## src/rtl/load_pkg.sv

```systemverilog
// Shared decode types and constants for the MIPS load unit.
package load_pkg;

   localparam logic [5:0] OP_LB  = 6'h20;
   localparam logic [5:0] OP_LH  = 6'h21;
   localparam logic [5:0] OP_LW  = 6'h23;
   localparam logic [5:0] OP_LBU = 6'h24;
   localparam logic [5:0] OP_LHU = 6'h25;

   localparam logic [1:0] S_IDLE = 2'd0;
   localparam logic [1:0] S_REQ  = 2'd1;
   localparam logic [1:0] S_WAIT = 2'd2;
   localparam logic [1:0] S_WB   = 2'd3;

   typedef enum logic [1:0] {SZ_BYTE, SZ_HALF, SZ_WORD} load_size_e;

   typedef struct packed {
      logic       valid;
      load_size_e size;
      logic       sign;
   } load_dec_t;

   function automatic load_dec_t decode_load(input logic [5:0] opcode);
      load_dec_t d;
      d.valid = 1'b1;
      d.size  = SZ_WORD;
      d.sign  = 1'b1;
      case (opcode)
         OP_LB:   d.size = SZ_BYTE;
         OP_LH:   d.size = SZ_HALF;
         OP_LW:   d.size = SZ_WORD;
         OP_LBU:  begin d.size = SZ_BYTE; d.sign = 1'b0; end
         OP_LHU:  begin d.size = SZ_HALF; d.sign = 1'b0; end
         default: d.valid = 1'b0;
      endcase
      return d;
   endfunction

   function automatic logic is_misaligned(input load_size_e size, input logic [1:0] off);
      case (size)
         SZ_HALF: return off[0];
         SZ_WORD: return off != 2'b00;
         default: return 1'b0;
      endcase
   endfunction

endpackage

```

## src/rtl/load_align.sv

```systemverilog
// Lane select and sign/zero extension of a little-endian read word.
module load_align
   import load_pkg::*;
(
   input  logic [31:0] i_rdata,
   input  logic [1:0]  i_off,
   input  load_size_e  i_size,
   input  logic        i_sign,
   output logic [31:0] o_data
);

   logic [7:0]  w_byte;
   logic [15:0] w_half;

   assign w_byte = i_rdata[{i_off, 3'b000} +: 8];
   assign w_half = i_off[1] ? i_rdata[31:16] : i_rdata[15:0];

   // NOTE: o_data gets a value on every path through the block, so no latch is inferred.
   always_comb begin
      case (i_size)
         SZ_BYTE: o_data = {{24{i_sign & w_byte[7]}}, w_byte};
         SZ_HALF: o_data = {{16{i_sign & w_half[15]}}, w_half};
         default: o_data = i_rdata;
      endcase
   end

endmodule

```

## src/rtl/load_unit.sv

```systemverilog
// Multi-cycle load execution: decode, address, one memory read, writeback to rt.
// Optional macro LOAD_MISALIGN_TRAP_EN turns misaligned LH/LHU/LW into a fault pulse.
module load_unit
   import load_pkg::*;
#(
   parameter int ADDR_W = 32
) (
   input  logic              clk,
   input  logic              reset,
   input  logic              start,
   input  logic [31:0]       instruction,
   input  logic [31:0]       Read_data1,
   output logic              busy,
   output logic              done,
   output logic              fault,
   output logic              mem_req,
   output logic [ADDR_W-1:0] mem_addr,
   input  logic              mem_ready,
   input  logic              mem_rvalid,
   input  logic [31:0]       mem_rdata,
   output logic              rf_we,
   output logic [4:0]        rf_waddr,
   output logic [31:0]       rf_wdata
);

   logic [1:0]        r_state;
   logic              r_busy;
   logic              r_done;
   logic              r_mem_req;
   logic [ADDR_W-1:0] r_mem_addr;
   logic              r_rf_we;
   logic [4:0]        r_rf_waddr;
   logic [31:0]       r_rf_wdata;
   load_size_e        r_size;
   logic              r_sign;
   logic [1:0]        r_off;
   logic [4:0]        r_rt;

   load_dec_t   w_dec;
   logic [31:0] w_ea;
   logic        w_accept;
   logic        w_trap;
   logic [31:0] w_aligned;
   logic [4:0]  w_unused_rs;

   assign w_dec       = decode_load(instruction[31:26]);
   assign w_ea        = Read_data1 + {{16{instruction[15]}}, instruction[15:0]};
   assign w_accept    = (r_state == S_IDLE) && start && w_dec.valid;
   assign w_unused_rs = instruction[25:21];

`ifdef LOAD_MISALIGN_TRAP_EN
   logic r_fault;

   assign w_trap = is_misaligned(w_dec.size, w_ea[1:0]);
   assign fault  = r_fault;

   always_ff @(posedge clk or negedge reset) begin
      if (!reset) r_fault <= 1'b0;
      else        r_fault <= w_accept && w_trap;
   end
`else
   assign w_trap = 1'b0;
   assign fault  = 1'b0;
`endif

   load_align u_align (
      .i_rdata (mem_rdata),
      .i_off   (r_off),
      .i_size  (r_size),
      .i_sign  (r_sign),
      .o_data  (w_aligned)
   );

   // NOTE: state is updated with non-blocking assignments so every register sees pre-edge values.
   always_ff @(posedge clk or negedge reset) begin
      if (!reset) begin
         r_state    <= S_IDLE;
         r_busy     <= 1'b0;
         r_done     <= 1'b0;
         r_mem_req  <= 1'b0;
         r_mem_addr <= '0;
         r_rf_we    <= 1'b0;
         r_rf_waddr <= '0;
         r_rf_wdata <= '0;
         r_size     <= SZ_WORD;
         r_sign     <= 1'b0;
         r_off      <= '0;
         r_rt       <= '0;
      end else begin
         r_done  <= 1'b0;
         r_rf_we <= 1'b0;
         case (r_state)
            S_IDLE: begin
               if (w_accept) begin
                  if (w_trap) begin
                     r_done <= 1'b1;
                  end else begin
                     r_state    <= S_REQ;
                     r_busy     <= 1'b1;
                     r_mem_req  <= 1'b1;
                     r_mem_addr <= {w_ea[ADDR_W-1:2], 2'b00};
                     r_size     <= w_dec.size;
                     r_sign     <= w_dec.sign;
                     r_off      <= w_ea[1:0];
                     r_rt       <= instruction[20:16];
                  end
               end
            end
            S_REQ: begin
               if (mem_ready) begin
                  r_mem_req <= 1'b0;
                  r_state   <= S_WAIT;
               end
            end
            S_WAIT: begin
               // Read data is only sampled here, never in the acceptance cycle.
               if (mem_rvalid) begin
                  r_rf_wdata <= w_aligned;
                  r_rf_waddr <= r_rt;
                  r_rf_we    <= (r_rt != 5'd0);
                  r_done     <= 1'b1;
                  r_state    <= S_WB;
               end
            end
            default: begin
               r_busy  <= 1'b0;
               r_state <= S_IDLE;
            end
         endcase
      end
   end

   assign busy     = r_busy;
   assign done     = r_done;
   assign mem_req  = r_mem_req;
   assign mem_addr = r_mem_addr;
   assign rf_we    = r_rf_we;
   assign rf_waddr = r_rf_waddr;
   assign rf_wdata = r_rf_wdata;

endmodule
```

## config.mk

```make
export PLATFORM = sky130hd
export DESIGN_NAME = load_unit
export DESIGN_NICKNAME = d
export VERILOG_FILES = /design/src/rtl/load_pkg.sv /design/src/rtl/load_align.sv /design/src/rtl/load_unit.sv
export SDC_FILE = /design/constraint.sdc
export NUM_CORES = 1
export LEC_CHECK = 0
export BUFFER_PORTS_ARGS = -buffer_cell sky130_fd_sc_hd__buf_2
export CELL_PAD_IN_SITES_DETAIL_PLACEMENT = 1
export CELL_PAD_IN_SITES_GLOBAL_PLACEMENT = 1
export CORE_MARGIN = 2
export CORE_UTILIZATION = 40
export CTS_CLUSTER_DIAMETER = 60
export CTS_CLUSTER_SIZE = 14
export DETAILED_ROUTE_END_ITERATION = 7
export PLACE_DENSITY = 0.92
export SYNTH_ARGS = -nofsm -noshare
export SYNTH_HDL_FRONTEND = slang
export SYNTH_SLANG_ARGS = --single-unit
```

## constraint.sdc

```tcl
create_clock -name clk -period 2.91 [get_ports clk]
set_input_delay 0.1455 -clock clk [delete_from_list [all_inputs] [get_ports clk]]
set_output_delay 0.1455 -clock clk [all_outputs]
set_load 0.05 [all_outputs]
```

Yosys cells after proc, flatten, opt, wreduce, memory -nomap -nowiden
Index checks and enable logic that the tools add are counted.
W data, S select, Z words.

operators by class
  reduce and logical (&&, ||, !) cells = 16
  add/subtract/negate cells = 1
  divide/modulo/power cells = 0
  multiplexer cells = 17
  bitwise gates (word level) = 3
  equality and inequality tests = 11
  multipliers = 0
  shift-type cells = 1
  $lt $le $gt $ge = 0

operators with widths
  cell                  count
  $pmux W32 S2          1
  $add A32 B32 Y32      1
  $shiftx A32 B6 Y8     1
  $eq A6 B6 Y1 const B  5
  $mux W16              1
  $mux W1               8
  $reduce_or A2 Y1      4
  $mux W2               3
  $ne A2 B2 Y1 const B  3
  $pmux W2 S3           1
  $reduce_and A2 Y1     3
  $reduce_and A3 Y1     2
  $reduce_bool A5 Y1    1
  $reduce_or A5 Y1      1
  $eq A2 B1 Y1 const B  2
  $logic_not A2 Y1      2
  $pmux W1 S2           2
  $pmux W2 S2           1
  $and A1 B1 Y1         2
  $eq A2 B2 Y1 const B  1
  $logic_and A1 B1 Y1   2
  $reduce_bool A2 Y1    1
  $not A1 Y1            1

word-level totals
  register bits = 83
  latch bits = 0
  ROM bits = 0
  bits in writable memories = 0
  output and inout port bits = 74
  logic and storage cells = 61
  memories = 0

Depth between registers and ports, before layout
Gate-level depths: netlist of the first run.

  depth after elaboration = 6
  mapped depth = 10
  mapped depth without buffers = 9

Cells and area by module
A second synthesis of the first run with hierarchy kept.

second synthesis, totals
  cells, all modules = 641
  area, all modules = 5,699.2 um2

modules (own cells, without submodules)
  module      cells an instance  seq. area each (um2)  area an instance (um2)  times used
  load_unit   518                2,078.2               4,993.5                 1
  load_align  123                0.0                   705.7                   1

Worst setup path after synthesis of the first run
No wires, ideal clock.

  kind = input port to flip-flop
  start = input instruction[0]
  end = register r_mem_addr[24] (netlist: mem_addr[24])
  stages on the path = 9
  setup slack = 0.686 ns
  data arrival time = 2.090 ns
  path buffers = 0
  path through = ha_1 > fa_1 > a211oi_2 > nor2_1 > o31ai_2 > nand2_1 > a31oi_1 > xor2_1 > o21ai_0

on the way
  word-level cells in the longest chain between the ends = 1

RTL lines
  what                    line              source
  start: declaration      load_unit.sv:11   input logic [31:0] instruction,
  $add A32 B32 Y32        load_unit.sv:47   assign w_ea = Read_data1 + {{16{instruction[15]}}, instruction[15:0]};
  end signal: assignment  load_unit.sv:101  r_mem_addr <= {w_ea[ADDR_W-1:2], 2'b00};
  end: declaration        load_unit.sv:30   logic [ADDR_W-1:0] r_mem_addr;

Every way passes these cells.
A chain may end at the register's enable or synchronous reset.

Worst setup path in the final report of the first run
  start = register r_off[1]
  end = register r_rf_wdata[23] (netlist: rf_wdata[23])

on the way
  word-level cells in the longest chain between the ends = 3
  elaborated cells between the ends (all ways) = 5
  those cells by class = shift (1); mux (2); bitwise (2)

RTL lines
  what                                           line                                source
  start: declaration                             load_unit.sv:36                     logic [1:0] r_off;
  start signal: assignment                       load_unit.sv:104                    r_off <= w_ea[1:0];
  $shiftx A32 B6 Y8 or $mux W16 (tied branches)  load_align.sv:15, load_align.sv:16
  $and A1 B1 Y1 (on tied branches)               load_align.sv:21, load_align.sv:22
  $pmux W32 S2 (*)                               load_align.sv:20                    case (i_size)
  end signal: assignment                         load_unit.sv:118                    r_rf_wdata <= w_aligned;
  end: declaration                               load_unit.sv:33                     logic [31:0] r_rf_wdata;

Mark *: on every way between the ends. The rest lies on a longest branch, timed or not.

==> results_dict.tcl, run 1 <==
set metrics [dict create \
    hold_path_class "in -> reg" \
    cts_resized 0 \
    ys_seq_area_frac 0.382 \
    worstReg2RegStart "r_off[1]$_DFFE_PN0P_" \
    multi_input_area_mm2 0.00314 \
    grtUsageTotal 0.243 \
    fin_crit_sh 0.849 \
    io_pins 175 \
    die_x_um 121 \
    wire_per_inst_um 17.7 \
    clkTransAtPathRegs_ns 0.06 \
    critPathCaptureType "register" \
    power_leakage_nw 3.25 \
    die_y_um 121 \
    r2r_cells 6 \
    drv_slew 0 \
    synth-compound-area-share 0.238 \
    yosysUniqueCellTypes 58 \
    crit_path_max_incr_delay_ns 0.61 \
    crit_arrival_ns 2.64 \
    initial_core_util 0.411 \
    drt_iter0_drc 416 \
    maxSlewHeadroom 0.387 \
    setup_ws_ns 0.441 \
    critPathSlowestCell "nor2_2" \
    critPathLaunch "r_off[1]$_DFFE_PN0P_" \
    synthTopCellsByArea "dfrtp_1, nand2_1, ha_1, o21ai_0, a21oi_1" \
    synth_edf_count 0 \
    grt_pass1_vias 5678 \
    hold_ws_ns 0.0399 \
    r2r_slack_ns 0.44 \
    nets 930 \
    clock_path_buffers 2 \
    peakVddDrop_mv 0.471 \
    crit_buf_inv 0 \
    syn_avg_cell_area_um2 8.47 \
    tritoncts "built" \
    period_needed_ns 2.47 \
    post_synth_instance_area_mm2 0.00544 \
    grt_max_degree 69 \
    endpoint "rf_wdata[23]$_DFFE_PN0P_" \
    worstPathRequired_ns 3.08 \
    area_delta_synth_final_pct 23.6 \
    async_flop_share 1.00 \
    ys_ff_latch 83 \
    drt_wl_total_mm 17.3 \
    synth_top_area_share 0.377 \
    path_max_fanout 16 \
    synth_top_area_cell "dfrtp_1" \
    drive_gt1_frac 0.273 \
    viasPerCell 5.63 \
    seqCellArea_mm2 0.00208 \
    grt_pass1_wl_mm 28.3 \
    yosysWarnings 0 \
    synth_cells 642 \
    finalSetupViolCount 0 \
    via_count 5494 \
    port_buffers 166 \
    ant_nets 0 \
    status "finished, final reports clean" \
    antenna_found_initial 0 \
    final_cells 975 \
    cts.sinks 83 \
    final_hold_viol_count 0 \
    die_area_mm2 0.0145 \
    synth-simple-area-share 0.184 \
    fillers 1656 \
    synthXorXnorAreaFrac 0.0402 \
    dp_hpwl_mm 13.3 \
    startpoint_type "register" \
    synth_common_cells "nand2_1, dfrtp_1, o21ai_0" \
    htree_num_levels 3 \
    synthMuxAreaShare 0.0285 \
    crit_family "simple AND/OR/NAND/NOR gates" \
    worst_pin_slew_ns 0.919 \
    p_total_mw 7.22 \
    drc 0 \
    r2r_end "rf_wdata[23]$_DFFE_PN0P_" \
    synth_most_common_cell "nand2_1" \
    pwr_density_cell_mw_per_mm2 1070 \
    dp_slack_ns 0.391 \
    clock_latency_ns 0.34 \
    max_cap_violations 0 \
    rows 42 \
    root_buffer "clkbuf_16" \
    yosys_most_used_dff "dfrtp_1" \
    holdBufCountCts 1 \
    path_class "reg -> reg" \
    dp.cells 958 \
    synth_top_family_by_area "compound AO/OA/AOI/OAI gates" \
    max_freq_mhz 405 \
    tns_ns 0 \
    rsz0062_at_grt "false" \
    skew_ns 0.00546 \
    grt_overflow_total 0 \
    gp_congestion 0.846 \
    crit_cells 6 \
    cts_buffers 9 \
    postCtsSetupBuffers 0 \
    critical_path.cell_chain "mux4_2 -> nor3b_2 -> nor2_1 -> nor3b_1 -> nor2_2 -> a21oi_1" \
    synth_fa_ha_area_frac 0.0819 \
    coreArea_mm2 0.0132 \
    dr.pass1.iters 5 \
    antenna_cells 0 \
]
-- power by group --
part           switching [mW]  leakage (nW)  internal, mW
logic                    2.92          2.07          1.03
clock network           0.501         0.144         0.675
registers               0.386          1.04          1.70
-- state kept, by name (all words and copies together) (netlist names) --
signal    cells
busy          1
r_off         2
done          1
r_size        2
r_sign        1
rf_waddr      5
r_rt          5
rf_wdata     32
mem_addr     30
r_state       2
rf_we         1
mem_req       1
-- final cells by class --
cell class | count | area share
clock inverters | 6 | 0.0108
flip-flops and latches | 83 | 0.309
well taps | 176 | 0.0327
multi-input cells | 503 | 0.466
repair buffers | 176 | 0.135
clock buffers | 10 | 0.0340
inverters | 21 | 0.0117
-- how the worst min path moves through the flow --
stage                                from                  end  slack (ns)  cells after the start
after global routing      instruction[19]  r_rt[3]$_DFFE_PN0P_        0.03                      2
after detailed placement            reset      rf_we$_DFF_PN0_        0.34                      1
after CTS                 instruction[19]  r_rt[3]$_DFFE_PN0P_        0.03                      2
final                     instruction[19]  r_rt[3]$_DFFE_PN0P_        0.04                      2
after global placement              reset      rf_we$_DFF_PN0_        0.33                      1
after floorplan                     reset     busy$_DFFE_PN0P_       -0.15                      0
-- per-stage QoR --
step                       util  cell area, µm²
after floorplan               -            5450
after global placement    0.484            6410
after detailed placement  0.484            6410
after CTS                 0.508            6730
after global routing      0.508            6730
final                     0.508            6730
-- placed cells by master, fill, tap and decap left out, types with 5 or more instances in the layout --
cell type    n
a21o_1       7
o31ai_1      5
nand4_1     11
nor2b_1      7
ha_1        34
dfrtp_1     82
buf_4       10
xnor2_1      9
o21ai_0     69
inv_1       21
a211oi_1     6
o21a_1       5
a221oi_1    11
nor2_1      50
nand2_1    123
buf_2      165
clkbuf_16    9
a222oi_1     7
mux2_2       9
nor3_1      10
o21bai_1     7
a21oi_1     53
xor2_1      16
-- cell families after synthesis --
kind of cell | Yosys count
other | 1
xor gates and xnor gates | 25
muxes | 13
and+or+nand+nor | 227
AOI/OAI and AO/OA | 200
adders and majority gates | 35
buffers and inverters | 58
DFF | 83
-- metal layers --
| metal | GRT usage | wire [µm] | share of wire | up-vias |
|---|---|---|---|---|
| li1 | - | - | - | 2593 |
| met1 | 0.288 | 7040 | 0.41 | 2657 |
| met2 | 0.435 | 8760 | 0.51 | 207 |
| met3 | 0.0434 | 969 | 0.056 | 37 |
| met4 | 0.0959 | 518 | 0.030 | 0 |
| met5 | 0 | 0 | 0 | - |
Power figures use the tool's default switching activity.
==> inputs of run 2 (changes only) <==
CORE_UTILIZATION = 38   (was 40)
PLACE_DENSITY = 0.88   (was 0.92)
clock period = 2.5 ns   (was 2.91 ns; I/O delays follow)
==> run 2 against run 1 <==
Compared with the run above: routed wire length rose by 0.27%; sequential power rose by 15%; count of clock-buffer cells in the layout did not move; die area rose by 5.1%; critical endpoint is now mem_addr[16]$_DFFE_PN0P_; largest cell class unchanged; largest power group unchanged.
==> results_dict.tcl, run 2 (synthesis results as in run 1) <==
set metrics [dict create \
    port_buffers 166 \
    cts.sinks 83 \
    peakVddDrop_mv 0.520 \
    seq_power_share 0.285 \
    switchingPower_mw 4.44 \
    p_int_mw 4.01 \
    rows 43 \
    power_leakage_nw 3.32 \
    final_hold_viol_count 0 \
    maxSlewHeadroom 0.579 \
    cts_buffers 9 \
    final_cell_mix "buf_2, nand2_1, dfrtp_1" \
    tns_ns 0 \
    drt_wl_total_mm 17.3 \
    grt_pass1_vias 5636 \
    fin_crit_sh 0.863 \
    via_count 5494 \
    nets 943 \
    grtUsageTotal 0.233 \
    antenna_found_initial 0 \
    met3_usage 0.0321 \
    grt_pass1_wl_mm 27.9 \
    antenna_cells 0 \
    die_y_um 124 \
    drive_gt1_frac 0.281 \
    p_comb_frac 0.552 \
    grt_busiest_layer "met2" \
    fin_util 0.491 \
    max_freq_mhz 464 \
    rsz0062_at_grt "false" \
    worstPathRequired_ns 2.71 \
    postCtsSetupBuffers 0 \
    grt_max_degree 63 \
    tritoncts "built" \
    path_max_fanout 4 \
    root_buffer "clkbuf_16" \
    holdBufCountCts 4 \
    viasPerCell 5.54 \
    die_x_um 124 \
    max_cap_violations 0 \
    dr.pass1.iters 5 \
    grt_overflow_total 0 \
    dp_slack_ns -0.00926 \
    clock_latency_ns 0.34 \
    ant_nets 0 \
    use_met1 0.279 \
    worst_pin_slew_ns 0.630 \
    coreArea_mm2 0.0139 \
    path_class "in -> reg" \
    period_needed_ns 2.16 \
    status "finished, final reports clean" \
    setup_ws_ns 0.343 \
    dp_hpwl_mm 13.5 \
    initial_core_util 0.390 \
    io_pins 175 \
    startpoint_type "primary input" \
    drt_iter0_drc 304 \
    critPathCaptureType "register" \
    area_delta_synth_final_pct 25.9 \
    die_area_mm2 0.0153 \
    drv_slew 0 \
    clkPwrFrac 0.163 \
    wire_per_inst_um 17.5 \
    crit_arrival_ns 2.36 \
    clock_path_buffers 2 \
    cts_resized 0 \
    pwr_density_cell_mw_per_mm2 1230 \
    power_switching_share 0.525 \
    finalSetupViolCount 0 \
    skew_ns 0.00667 \
    gp_congestion 0.887 \
    use_met2 0.412 \
    clkTransAtPathRegs_ns 0.07 \
    hold_path_class "in -> reg" \
    hold_ws_ns 0.0171 \
    largest_register_ffs 32 \
    htree_num_levels 3 \
    layout_commonest_cell "buf_2" \
    drc 0 \
]
==> run 2: cell types whose count changed in the layout (fill, tap and decap cells not counted), sizes merged <==
cell,change
buf,+10
dlygate4sd3,+3
clkinv,-1
inv,+1
==> run 2: cell type report <==
cell class	instances	area [µm²]
Inverter	21	78.8
Multi-Input combinational cell	503	3140
Timing Repair Buffer	189	1030
Clock buffer	10	229
Fill cell	1758	7090
Clock inverter	6	72.6
Tap cell	180	225
Sequential cell	83	2080
==> run 2: metal layers <==
metal	vias to the layer above	share of wire
met5	-	0
met4	0	0.029
met3	35	0.056
met2	186	0.50
met1	2648	0.41
li1	2625	-
==> run 2: power groups by stage <==
stage,sequential [mW],combinational (mW),clock [mW]
after floorplan,4.22,1.56,0
after global placement,2.40,4.54,0
after detailed placement,2.43,4.66,0
after CTS,2.41,4.69,1.41
after global routing,2.49,5.01,1.46
final,2.41,4.66,1.38
==> run 2: worst paths after layout <==
path,from,end,slack (ns),depth (start not counted)
max in group asynchronous,reset,r_size[1]$_DFFE_PN1P_,1.53,3
worst min-delay path,instruction[17],r_rt[1]$_DFFE_PN0P_,0.02,2
worst max-delay path,instruction[0],mem_addr[16]$_DFFE_PN0P_,0.34,11
min in group asynchronous,reset,rf_wdata[27]$_DFFE_PN0P_,0.29,2
worst min register to register,rf_waddr[0]$_DFFE_PN0P_,rf_waddr[0]$_DFFE_PN0P_,0.47,2
worst max register to register,r_off[1]$_DFFE_PN0P_,rf_wdata[2]$_DFFE_PN0P_,0.35,5
==> run 2: through the flow <==
stage	std cells	cell area, µm²	total power, mW
global route	992	6850	8.96
floorplan	644	5450	5.77
global placement	972	6510	6.94
finish	992	6850	8.45
detailed placement	972	6510	7.09
CTS	992	6850	8.51
==> run 2: critical path, stage by stage <==
cell and delay (ns):
buf_2 0.10, ha_1 0.21, fa_1 0.40, a211oi_2 0.26
nor2_1 0.12, o31ai_2 0.27, buf_4 0.20, nand2_1 0.14
a21oi_1 0.25, xor2_1 0.19, o21ai_0 0.09
==> inputs of run 3 (changes only) <==
clock period = 2.2 ns   (was 2.5 ns; I/O delays follow)
==> run 3 against run 2 <==
Compared with the run above: combinational power rose by 18%; flip-flop and latch count unchanged; clock power up 6%; power up 15%; sequential share of layout area shrank 1.4 points; clock skew rose by 0.0092 ns; highest routed layer unchanged; worst setup slack lost 0.23 ns; design area is 4.8% higher; critical endpoint is now mem_addr[27]$_DFFE_PN0P_; largest power group unchanged; non-clock buffer count grew 43; via count up 3.7%; core utilization increased by 2.3 points.
==> results_dict.tcl, run 3 (synthesis results as in run 1) <==
set metrics [dict create \
    path_class "in -> reg" \
    final_hold_viol_count 0 \
    worstPathRequired_ns 2.38 \
    area_delta_synth_final_pct 31.9 \
    final_cell_mix "buf_2, nand2_1, dfrtp_1" \
    critical_path.cell_chain "buf_2 -> ha_1 -> nand3_1 -> o211ai_1 -> nor2_1 -> o31ai_2 -> a21oi_1 -> mux2i_1 -> o311ai_0" \
    port_buffers 166 \
    nets 986 \
    drv_slew 0 \
    grt_pass1_wl_mm 29.5 \
    coreArea_mm2 0.0139 \
    initial_core_util 0.390 \
    multi_input_area_mm2 0.00315 \
    worst_pin_slew_ns 0.727 \
    max_freq_mhz 480 \
    wire_per_inst_um 17.9 \
    drc 0 \
    grt_max_degree 57 \
    antenna_cells 0 \
    dpl-instance-area_mm2 0.00683 \
    rsz0062_at_grt "false" \
    finalSetupViolCount 0 \
    dp.cells 1014 \
    ant_nets 0 \
    root_buffer "clkbuf_16" \
    crit_buf_inv 1 \
    drive_gt1_frac 0.318 \
    rows 43 \
    max_cap_violations 0 \
    tns_ns 0 \
    tritoncts "built" \
    die_x_um 124 \
    path_max_fanout 6 \
    p_total_mw 9.70 \
    htree_num_levels 3 \
    status "finished, final reports clean" \
    maxSlewHeadroom 0.512 \
    die_y_um 124 \
    period_needed_ns 2.08 \
    crit_arrival_ns 2.26 \
    dp_hpwl_mm 14.6 \
    drt_iter0_drc 399 \
    r2r_cells 5 \
    startpoint_type "primary input" \
    clock_path_buffers 2 \
    fillers 1745 \
    io_pins 175 \
    seqCellArea_mm2 0.00208 \
    fin_area_mm2 0.00717 \
    die_area_mm2 0.0153 \
    gp_congestion 0.854 \
    clkTransAtPathRegs_ns 0.07 \
    drt_wl_total_mm 18.6 \
    clock_latency_ns 0.35 \
    layout_commonest_cell "buf_2" \
    peakVddDrop_mv 0.508 \
    hold_ws_ns 0.0172 \
    critPathSlowestCell "o31ai_2" \
    crit_family "compound AO/OA/AOI/OAI gates" \
    skew_ns 0.0159 \
    critPathCaptureType "register" \
    final_cells 1035 \
    fin_crit_sh 0.947 \
    crit_path_max_incr_delay_ns 0.61 \
    cts_buffers 9 \
    dr.pass1.iters 7 \
    via_count 5699 \
    grtUsageTotal 0.247 \
    viasPerCell 5.51 \
    largest_register_ffs 32 \
    antenna_found_initial 0 \
    postCtsSetupBuffers 0 \
    power_leakage_nw 3.51 \
    hold-path-cell-count 2 \
    crit_cells 9 \
    pwr_density_cell_mw_per_mm2 1350 \
    hold_path_class "in -> reg" \
    grt_overflow_total 0 \
    cts.sinks 83 \
    grt_pass1_vias 5921 \
]
[run 3: stage by stage]
stage	setup slack, ns	utilization
final	0.117	0.515
after global routing	0.00458	0.515
after CTS	0.0637	0.514
after detailed placement	-0.290	0.490
after global placement	-0.132	0.490
after floorplan	0.0118	-
[run 3: layout make-up]
class | count | share of cell area
clock buffers | 10 | 0.0319
clock inverters | 6 | 0.00680
inverters | 21 | 0.0110
multi-input cells | 503 | 0.439
flip-flops and latches | 83 | 0.290
well taps | 180 | 0.0314
repair buffers | 232 | 0.190
[run 3: final timing paths]
| kind | startpoint | endpoint | slack, ns |
|---|---|---|---|
| min in group asynchronous | reset | done$_DFF_PN0_ | 0.28 |
| max reg2reg | r_off[1]$_DFFE_PN0P_ | rf_wdata[15]$_DFFE_PN0P_ | 0.17 |
| max | instruction[4] | mem_addr[27]$_DFFE_PN0P_ | 0.12 |
| min reg2reg | rf_waddr[4]$_DFFE_PN0P_ | rf_waddr[4]$_DFFE_PN0P_ | 0.48 |
| max in group asynchronous | reset | r_size[1]$_DFFE_PN1P_ | 1.22 |
| min | instruction[16] | r_rt[0]$_DFFE_PN0P_ | 0.02 |
[run 3: layer usage]
layer,vias up,share of wire,routed length [µm],track usage
met5,-,0,0,0
met4,0,0.032,598,0.112
met3,49,0.058,1070,0.0366
met2,216,0.50,9260,0.439
met1,2730,0.41,7640,0.296
li1,2704,-,-,-
[run 3: worst register-to-register path: stages (launching register included)]
cell	delay (ns)
dfrtp_1	0.38
mux4_2	0.49
nor3b_2	0.18
and2_1	0.29
a2111oi_0	0.48
nor2_1	0.08
[run 3: repair_timing]
item,in CTS,in global routing
endpoints found under the setup margin,1,9
hold endpoints to repair,41,0
hold buffers,5,0
resized for setup,1,3
[run 3: power breakdown]
group | internal (mW) | switching, mW | leakage (nW)
logic | 1.52 | 3.97 | 2.34
clock network | 0.776 | 0.682 | 0.126
registers | 2.25 | 0.503 | 1.04
total | 4.55 | 5.15 | 3.51
